$ cat src/rtl/sevenseg_pkg.sv
// Shared types and constant helpers for the 7-segment sequence player.
//   DISPLAY_OFF     digit code that blanks every segment
//   bcd_digit_t     one BCD digit (4 bits)
//   player_state_t  sequence player FSM states
//   bcd_digits_for  decimal digit count needed for 2^value_w-1
//   pow10           10^n, used for the overflow threshold
//   idx_width       max(1, clog2(digits)), width of the digit index
package sevenseg_pkg;

  localparam logic [3:0] DISPLAY_OFF = 4'd10;

  typedef logic [3:0] bcd_digit_t;

  typedef enum logic [2:0] {
    ST_IDLE,
    ST_CONVERT,
    ST_SHOW,
    ST_OFF,
    ST_FIN
  } player_state_t;

  // Value widths are limited to 16 bits, so six divisions always suffice.
  function automatic int bcd_digits_for(input int value_w);
    int max_val;
    int n;
    max_val = (1 << value_w) - 1;
    n = 1;
    for (int i = 0; i < 6; i++) begin
      if (max_val > 9) begin
        max_val = max_val / 10;
        n++;
      end
    end
    return n;
  endfunction

  function automatic int pow10(input int n);
    int p;
    p = 1;
    for (int i = 0; i < n; i++) begin
      p = p * 10;
    end
    return p;
  endfunction

  function automatic int idx_width(input int digits);
    return (digits > 1) ? $clog2(digits) : 1;
  endfunction

endpackage

$ cat src/rtl/sevenseg_sequence_player_if.sv
// Handshake/display bundle of the sequence player.
//   start, value, trigger : requester -> player
//   seg, digit_idx, busy, done, overflow : player -> requester
// master = requester side, slave = player side.
interface sevenseg_sequence_player_if
  import sevenseg_pkg::*;
#(
  parameter int VALUE_W = 8,
  parameter int DIGITS  = 3
);

  localparam int IDX_W = idx_width(DIGITS);

  logic               start;
  logic [VALUE_W-1:0] value;
  logic               trigger;
  logic [6:0]         seg;
  logic [IDX_W-1:0]   digit_idx;
  logic               busy;
  logic               done;
  logic               overflow;

  modport master (
    output start, value, trigger,
    input  seg, digit_idx, busy, done, overflow
  );

  modport slave (
    input  start, value, trigger,
    output seg, digit_idx, busy, done, overflow
  );

endinterface

$ cat src/rtl/bin2bcd_seq.sv
// Iterative double-dabble binary to BCD converter, one bit per clock.
//   clk, rst : clock and synchronous active-high reset
//   load     : latch bin and perform the first conversion step
//   bin      : binary input
//   busy     : steps still outstanding after the load cycle
//   bcd      : BCD result, valid once busy is low
// A full conversion takes VALUE_W steps: the first happens on the load edge,
// the remaining VALUE_W-1 on the following edges.
module bin2bcd_seq
  import sevenseg_pkg::*;
#(
  parameter int VALUE_W    = 8,
  parameter int DIGITS_INT = 3
) (
  input  logic                    clk,
  input  logic                    rst,
  input  logic                    load,
  input  logic [VALUE_W-1:0]      bin,
  output logic                    busy,
  output logic [4*DIGITS_INT-1:0] bcd
);

  localparam int CNT_W = $clog2(VALUE_W + 1);
  localparam int BCD_W = 4 * DIGITS_INT;

  logic [VALUE_W-1:0] shreg;
  logic [CNT_W-1:0]   steps_left;
  logic [BCD_W-1:0]   adjusted;

  // Add-3 correction of every nibble that would reach 10+ after the shift.
  always_comb begin
    bcd_digit_t nib;
    adjusted = bcd;
    for (int i = 0; i < DIGITS_INT; i++) begin
      nib = bcd[4*i +: 4];
      if (nib >= 4'd5) begin
        adjusted[4*i +: 4] = nib + 4'd3;
      end
    end
  end

  // On load the BCD register is zero, so the first step needs no correction
  // and simply takes the input MSB.
  always_ff @(posedge clk) begin
    if (rst) begin
      shreg      <= '0;
      bcd        <= '0;
      steps_left <= '0;
    end else if (load) begin
      bcd        <= {{(BCD_W-1){1'b0}}, bin[VALUE_W-1]};
      shreg      <= bin << 1;
      steps_left <= CNT_W'(VALUE_W - 1);
    end else if (steps_left != '0) begin
      bcd        <= {adjusted[BCD_W-2:0], shreg[VALUE_W-1]};
      shreg      <= shreg << 1;
      steps_left <= steps_left - CNT_W'(1);
    end
  end

  assign busy = (steps_left != '0);

endmodule

$ cat src/rtl/sevenseg_decoder.sv
// BCD digit to 7-segment pattern, active-high, seg[0]=a ... seg[6]=g.
//   digit : 0..9 lights the numeral, any other code (DISPLAY_OFF) blanks
//   seg   : segment pattern
module sevenseg_decoder
  import sevenseg_pkg::*;
(
  input  bcd_digit_t digit,
  output logic [6:0] seg
);

  always_comb begin
    case (digit)
      4'd0:    seg = 7'h3F;
      4'd1:    seg = 7'h06;
      4'd2:    seg = 7'h5B;
      4'd3:    seg = 7'h4F;
      4'd4:    seg = 7'h66;
      4'd5:    seg = 7'h6D;
      4'd6:    seg = 7'h7D;
      4'd7:    seg = 7'h07;
      4'd8:    seg = 7'h7F;
      4'd9:    seg = 7'h6F;
      default: seg = 7'h00;
    endcase
  end

endmodule

$ cat src/rtl/sevenseg_sequence_player.sv
// Plays a binary value as decimal digits, MSD first, on one 7-segment output,
// followed by a blank slot and a one-cycle done pulse.
//   clk, rst       : clock and synchronous active-high reset
//   bus.start      : latch bus.value and begin (ignored while busy)
//   bus.value      : binary value to play
//   bus.trigger    : advance pulse
//   bus.seg        : registered segment pattern
//   bus.digit_idx  : index of the digit being shown (0 = MSD), 0 elsewhere
//   bus.busy       : high from the cycle after start through the done cycle
//   bus.done       : one-cycle end-of-sequence pulse
//   bus.overflow   : latched value exceeds 10^DIGITS-1
// Parameters: VALUE_W input width, DIGITS played digits, HOLD_CYCLES
// auto-advance period (0 = trigger only), BLANK_LZ skip leading zeros.
module sevenseg_sequence_player
  import sevenseg_pkg::*;
#(
  parameter int VALUE_W     = 8,
  parameter int DIGITS      = 3,
  parameter int HOLD_CYCLES = 0,
  parameter int BLANK_LZ    = 1
) (
  input logic                     clk,
  input logic                     rst,
  sevenseg_sequence_player_if.slave bus
);

  localparam int DIGITS_INT = bcd_digits_for(VALUE_W);
  localparam int DIGITS_EXT = (DIGITS > DIGITS_INT) ? DIGITS : DIGITS_INT;
  localparam int BCD_EXT_W  = 4 * DIGITS_EXT;
  localparam int IDX_W      = idx_width(DIGITS);
  localparam int HOLD_W     = (HOLD_CYCLES > 1) ? $clog2(HOLD_CYCLES) : 1;

  localparam logic [HOLD_W-1:0] HOLD_LAST = HOLD_W'((HOLD_CYCLES > 0) ? HOLD_CYCLES - 1 : 0);
  localparam logic [IDX_W-1:0]  LAST_IDX  = IDX_W'(DIGITS - 1);
  localparam logic [31:0]       OVF_LIMIT = 32'(pow10(DIGITS));

  player_state_t         state;
  logic [IDX_W-1:0]      idx;
  logic [HOLD_W-1:0]     hold_cnt;
  logic                  busy_r;
  logic                  done_r;
  logic                  ovf_r;
  logic [6:0]            seg_r;

  logic                  conv_load;
  logic                  conv_busy;
  logic [4*DIGITS_INT-1:0] conv_bcd;
  logic [BCD_EXT_W-1:0]  bcd_ext;

  logic [IDX_W-1:0]      first_idx;
  bcd_digit_t            shown_digit;
  bcd_digit_t            seg_code;
  logic [6:0]            dec_seg;
  logic                  hold_expired;
  logic                  advance;
  logic                  in_play;

  // Start is only honoured in IDLE, which is exactly when busy is low.
  assign conv_load = (state == ST_IDLE) && bus.start;

  bin2bcd_seq #(
    .VALUE_W    (VALUE_W),
    .DIGITS_INT (DIGITS_INT)
  ) u_bin2bcd (
    .clk  (clk),
    .rst  (rst),
    .load (conv_load),
    .bin  (bus.value),
    .busy (conv_busy),
    .bcd  (conv_bcd)
  );

  // Widen so DIGITS larger than the converter's digit count reads zeros.
  assign bcd_ext = BCD_EXT_W'(conv_bcd);

  // Digit i (0 = MSD) of the played window sits at nibble DIGITS-1-i.
  // The descending scan leaves the lowest-index nonzero digit selected;
  // an all-zero value falls back to the least significant digit.
  always_comb begin
    first_idx = LAST_IDX;
    if ((BLANK_LZ != 0) && !ovf_r) begin
      for (int i = DIGITS - 1; i >= 0; i--) begin
        if (bcd_ext[4*(DIGITS-1-i) +: 4] != 4'd0) begin
          first_idx = IDX_W'(i);
        end
      end
    end else begin
      first_idx = '0;
    end
  end

  always_comb begin
    shown_digit = DISPLAY_OFF;
    for (int i = 0; i < DIGITS; i++) begin
      if (idx == IDX_W'(i)) begin
        shown_digit = bcd_ext[4*(DIGITS-1-i) +: 4];
      end
    end
  end

  // A trigger coinciding with timer expiry is still a single advance.
  assign in_play      = (state == ST_SHOW) || (state == ST_OFF);
  assign hold_expired = (HOLD_CYCLES > 0) && (hold_cnt == HOLD_LAST);
  assign advance      = in_play && (bus.trigger || hold_expired);

  always_ff @(posedge clk) begin
    if (rst) begin
      state    <= ST_IDLE;
      idx      <= '0;
      hold_cnt <= '0;
      busy_r   <= 1'b0;
      done_r   <= 1'b0;
      ovf_r    <= 1'b0;
    end else begin
      done_r <= 1'b0;

      if (advance || !in_play) begin
        hold_cnt <= '0;
      end else begin
        hold_cnt <= hold_cnt + HOLD_W'(1);
      end

      case (state)
        ST_IDLE: begin
          if (bus.start) begin
            state  <= ST_CONVERT;
            busy_r <= 1'b1;
            ovf_r  <= ({{(32-VALUE_W){1'b0}}, bus.value} >= OVF_LIMIT);
          end
        end
        ST_CONVERT: begin
          if (!conv_busy) begin
            state <= ST_SHOW;
            idx   <= first_idx;
          end
        end
        ST_SHOW: begin
          if (advance) begin
            if (idx == LAST_IDX) begin
              state <= ST_OFF;
              idx   <= '0;
            end else begin
              idx <= idx + IDX_W'(1);
            end
          end
        end
        ST_OFF: begin
          if (advance) begin
            state  <= ST_FIN;
            done_r <= 1'b1;
          end
        end
        ST_FIN: begin
          state  <= ST_IDLE;
          busy_r <= 1'b0;
        end
        default: begin
          state  <= ST_IDLE;
          idx    <= '0;
          busy_r <= 1'b0;
        end
      endcase
    end
  end

  // The display lags the FSM by one edge: the pattern is registered from
  // the state and index already held in flops.
  assign seg_code = (state == ST_SHOW) ? shown_digit : DISPLAY_OFF;

  sevenseg_decoder u_decoder (
    .digit (seg_code),
    .seg   (dec_seg)
  );

  always_ff @(posedge clk) begin
    if (rst) begin
      seg_r <= 7'h00;
    end else begin
      seg_r <= dec_seg;
    end
  end

  assign bus.seg       = seg_r;
  assign bus.digit_idx = idx;
  assign bus.busy      = busy_r;
  assign bus.done      = done_r;
  assign bus.overflow  = ovf_r;

endmodule
$ cat src/flat_wrapper.sv
// flat-port wrapper written by rule: the top's interface ports become plain ports
module sevenseg_sequence_player_flat import sevenseg_pkg::*;
#(
  parameter int VALUE_W     = 8,
  parameter int DIGITS      = 3,
  parameter int HOLD_CYCLES = 0,
  parameter int BLANK_LZ    = 1
)
  (clk, rst, bus_start, bus_value, bus_trigger, bus_seg, bus_digit_idx, bus_busy, bus_done, bus_overflow);
  sevenseg_sequence_player_if #(.VALUE_W(VALUE_W), .DIGITS(DIGITS)) bus_i ();
  input logic clk;
  input logic rst;
  input wire logic [$bits(bus_i.start)-1:0] bus_start;
  input wire logic [$bits(bus_i.value)-1:0] bus_value;
  input wire logic [$bits(bus_i.trigger)-1:0] bus_trigger;
  output wire logic [$bits(bus_i.seg)-1:0] bus_seg;
  output wire logic [$bits(bus_i.digit_idx)-1:0] bus_digit_idx;
  output wire logic [$bits(bus_i.busy)-1:0] bus_busy;
  output wire logic [$bits(bus_i.done)-1:0] bus_done;
  output wire logic [$bits(bus_i.overflow)-1:0] bus_overflow;
  assign bus_i.start = bus_start;
  assign bus_i.value = bus_value;
  assign bus_i.trigger = bus_trigger;
  assign bus_seg = bus_i.seg;
  assign bus_digit_idx = bus_i.digit_idx;
  assign bus_busy = bus_i.busy;
  assign bus_done = bus_i.done;
  assign bus_overflow = bus_i.overflow;
  sevenseg_sequence_player #(.VALUE_W(VALUE_W), .DIGITS(DIGITS), .HOLD_CYCLES(HOLD_CYCLES), .BLANK_LZ(BLANK_LZ)) u_core (.clk(clk), .rst(rst), .bus(bus_i));
endmodule
$ cat config.mk
export PLATFORM = sky130hd
export DESIGN_NAME = sevenseg_sequence_player_flat
export DESIGN_NICKNAME = d
export VERILOG_FILES = /design/src/rtl/sevenseg_pkg.sv /design/src/rtl/sevenseg_sequence_player_if.sv /design/src/rtl/bin2bcd_seq.sv /design/src/rtl/sevenseg_decoder.sv /design/src/rtl/sevenseg_sequence_player.sv /design/src/flat_wrapper.sv
export SDC_FILE = /design/constraint.sdc
export NUM_CORES = 1
export LEC_CHECK = 0
export CAP_MARGIN = 10
export CORE_MARGIN = 4
export CORE_UTILIZATION = 57
export CTS_CLUSTER_SIZE = 25
export DETAILED_ROUTE_END_ITERATION = 8
export GPL_TIMING_DRIVEN = 1
export PLACE_DENSITY = 0.78
export SKIP_CTS_REPAIR_TIMING = 1
export SLEW_MARGIN = 25
export SYNTH_ARGS = -nofsm -noshare
export SYNTH_HDL_FRONTEND = slang
export SYNTH_SLANG_ARGS = --single-unit
$ cat constraint.sdc
create_clock -name clk -period 3.8 [get_ports clk]
set_input_delay 0.95 -clock clk [delete_from_list [all_inputs] [get_ports clk]]
set_output_delay 0.95 -clock clk [all_outputs]
set_load 0.1 [all_outputs]
==> impl_metrics.json <==
{
  "status": "completed",
  "start_util_pct": 60.15,
  "grt_use_total_pct": 18.70,
  "detail_route.first_pass.iterations": 4,
  "synth_xor_area_share_pct": 2.132,
  "setup_viol": 0,
  "cp.required_ns": 2.85,
  "cp_slowest_cell": "clkdlybuf4s50_1",
  "yosys.cell_types.count": 40,
  "fin_tns_setup_ns": 0,
  "post_route_cells_drive_above_1_share_pct": 9.398,
  "synth.avg_cell_area_sq_um": 8.318,
  "ios": 24,
  "place_congestion": 0.7996,
  "rsz0062_at_grt": "false",
  "area_delta_synth_final_pct": 14.19,
  "grt_pass1_vias": 1456,
  "synth_cells": 247,
  "first_iter_violations": 74,
  "antenna_found_initial": 0,
  "drv_cap": 0,
  "muxShareOfSynthArea_pct": 7.247,
  "drcViolationCount": 0,
  "vias_per_cell": 5.462,
  "ys_seq_area_share_pct": 36.05,
  "portBuffers": 22,
  "synthesis.area_sq_um": 2054,
  "critical_path_arrival_ns": 1.85,
  "die_width_um": 68.04,
  "intPower_mw": 0.7986,
  "path_max_fanout": 2,
  "grt-ovfl-total": 0,
  "power_switching_mw": 0.6104,
  "ant_nets": 0,
  "path_clk_slew_ns": 0.11,
  "tightestPinTransition_ns": 0.9647,
  "die-area_sq_um": 4629,
  "grt_max_degree": 22,
  "switching_share_pct": 43.32,
  "insertion_delay_ns": 0.35,
  "final_max_slew_viol_count": 0,
  "num-fill-cells": 282,
  "core_area_sq_um": 3416,
  "ir_drop_mv": 0.3780,
  "synth_fa_ha_area_share_pct": 8.526,
  "dp_hpwl_mm": 2.825,
  "nNetsFinal": 291,
  "antennaDiodeCount": 0,
  "wirelength_mm": 3.943,
  "cts_buffer_depth": 2,
  "wl_per_cell_um": 12.64,
  "fin_crit_sh_pct": 73.57,
  "crit_path_end_kind": "primary output",
  "p_leak_nw": 0.9166,
  "start_kind": "flip-flop",
  "cellPowerDensity_nw_per_um2": 600.6,
  "cts-root-buf": "clkbuf_4",
  "core.rowCount": 21,
  "seqCellArea_sq_um": 740.7,
  "die_h_um": 68.04,
  "fin_crit_ns": 2.796,
  "p_clk_share_pct": 16.9,
  "cp_top_family": "buffers and inverters",
  "design_area_sq_um": 2346,
  "pwr-share-seq_pct": 38.5,
  "synth_top_family_by_area": "simple AND/OR/NAND/NOR gates",
  "num_vias": 1704,
  "hold_viol": 0,
  "htreeDepth": 2,
  "cts.sinks": 37,
  "placed_cell_area_sq_um": 2276,
  "path_buf_inv": 1,
  "ys_ff_latch": 37,
  "yosys_warnings": 0,
  "clock_skew_ns": 0.01064,
  "cts_buffers": 5,
  "slew_headroom_pct": 35.48,
  "cts_tree": "yes",
  "multi_input_area_sq_um": 1191,
  "hp-class": "reg -> reg",
  "combPwrFrac_pct": 44.5,
  "syn_nets": 273,
  "synth_compound_area_share_pct": 18.09,
  "cpPeakStageDelay_ns": 1.14,
  "synth_simple_gate_area_share_pct": 21.80,
  "grt_pass1_wl_mm": 6.451,
  "crit_path_cell_trace": "clkdlybuf4s50_1",
  "fmax_ghz": 0.3577,
  "crit_type": "reg -> out"
}
-- cell type report --
class	instances	share of cell area [%]
well taps	46	2.453
clock buffers	7	2.773
multi-input cells	182	50.77
flip-flops and latches	37	31.57
clock inverters	1	0.2133
inverters	15	2.400
repair buffers	24	9.813
-- metrics by stage --
| stage | utilization (%) | cells | total power [mW] | setup WS [ns] | hold slack, ns |
|---|---|---|---|---|---|
| floorplan | - | 247 | 1.050 | 1.255 | 0.4442 |
| global placement | 66.63 | 304 | 1.169 | 1.313 | 0.4553 |
| detailed placement | 66.63 | 304 | 1.180 | 1.283 | 0.4666 |
| CTS | 68.68 | 312 | 1.418 | 1.006 | 0.4829 |
| global route | 68.68 | 312 | 1.517 | 0.9604 | 0.4961 |
| finish | 68.68 | 312 | 1.409 | 1.004 | 0.4812 |
-- cell families after synthesis --
kind of cell               Yosys count
and+or+nand+nor                     93
AOI/OAI and AO/OA                   55
DFF                                 37
buffers and inverters               28
adders and majority gates           14
muxes                               14
xor gates and xnor gates             5
other                                1
-- flip-flops by register name (all words and copies together), names as in the netlist --
name                         count
u_core.state                     3
u_core.u_bin2bcd.shreg           7
u_core.bus.digit_idx             2
u_core.u_bin2bcd.steps_left      4
u_core.bus.busy                  1
u_core.bus.done                  1
u_core.bus.seg                   7
u_core.u_bin2bcd.bcd            12
-- power by group through the flow --
stage               registers, mW  clock network, mW  logic, mW
floorplan                   0.597                  0      0.453
global placement            0.549                  0      0.620
detailed placement          0.551                  0      0.629
CTS                         0.542              0.244      0.633
global route                0.552              0.264      0.701
finish                      0.543              0.239      0.628
-- per-layer routing --
layer  up-vias  part of all wire (%)  track usage, %
met5         -                     0               0
met4         0                   1.5           6.700
met3         6                   4.5           6.568
met2        24                    48           31.05
met1       784                    46           22.20
li1        890                     -               -
-- path summary, 6_finish.rpt --
path,end,startpoint,slack (ns),cells past startpoint
worst max register to register,u_core.bus.seg[5],u_core.bus.digit_idx[1],1.59,7
worst min register to register,u_core.u_bin2bcd.shreg[7],u_core.u_bin2bcd.shreg[7],0.48,2
worst max-delay path,bus_busy,u_core.bus.busy,1.00,1
worst min-delay path,u_core.u_bin2bcd.shreg[7],u_core.u_bin2bcd.shreg[7],0.48,2
-- worst reg2reg max path, cell delays in order (launching register included) --
cell,delay [ns]
dfxtp_1,0.69
mux2i_1,0.16
a21oi_1,0.29
nand2b_1,0.24
inv_1,0.11
ha_1,0.22
mux2_2,0.26
a21o_1,0.15
-- cell usage in the layout, fill, tap and decap left out, drive strengths merged, types with 2 or more instances in the layout --
cell type	Yosys	routed
a211oi	4	4
a21o	4	4
a21oi	23	23
a311oi	8	8
and2	2	2
buf	7	4
clkbuf	6	7
clkdlybuf4s50	0	20
dfxtp	37	37
ha	14	14
inv	15	15
mux2	4	4
mux2i	10	10
nand2	35	35
nand2b	8	8
nand3	7	7
nor2	22	22
nor3	9	9
nor3b	5	5
o21ai	9	9
o22ai	3	3
xnor2	5	5
-- Yosys cell counts --
library cell | number | area share, %
buf_4 | 1 | 0.37
buf_6 | 1 | 0.55
a32oi_1 | 1 | 0.43
mux2i_1 | 9 | 4.4
inv_1 | 15 | 2.7
a211oi_1 | 4 | 1.5
nor2_1 | 21 | 3.8
o22ai_2 | 1 | 0.61
nor2b_1 | 1 | 0.30
nand2_1 | 35 | 6.4
a21oi_1 | 23 | 5.6
nand3_1 | 6 | 1.5
nand2b_1 | 8 | 2.4
conb_1 | 1 | 0.18
a311oi_1 | 7 | 3.0
a2111oi_0 | 1 | 0.43
buf_2 | 5 | 1.2
mux2_2 | 4 | 2.2
nand4_1 | 1 | 0.30
clkbuf_1 | 6 | 1.1
mux2i_2 | 1 | 0.67
o22ai_1 | 1 | 0.30
o32ai_1 | 1 | 0.43
ha_1 | 14 | 8.5
nor3_1 | 9 | 2.2
or3_4 | 1 | 0.55
xnor2_1 | 5 | 2.1
or2_2 | 1 | 0.30
nor3b_1 | 4 | 1.5
nor4_1 | 1 | 0.30
o211a_1 | 1 | 0.49
a311oi_2 | 1 | 0.73
dfxtp_1 | 37 | 36
a21o_1 | 4 | 1.5
and2_1 | 2 | 0.61
nor2_4 | 1 | 0.55
o22ai_4 | 1 | 0.97
nand3_2 | 1 | 0.49
nor3b_2 | 1 | 0.61
o21ai_0 | 9 | 2.2
Power figures use the tool's default switching activity.
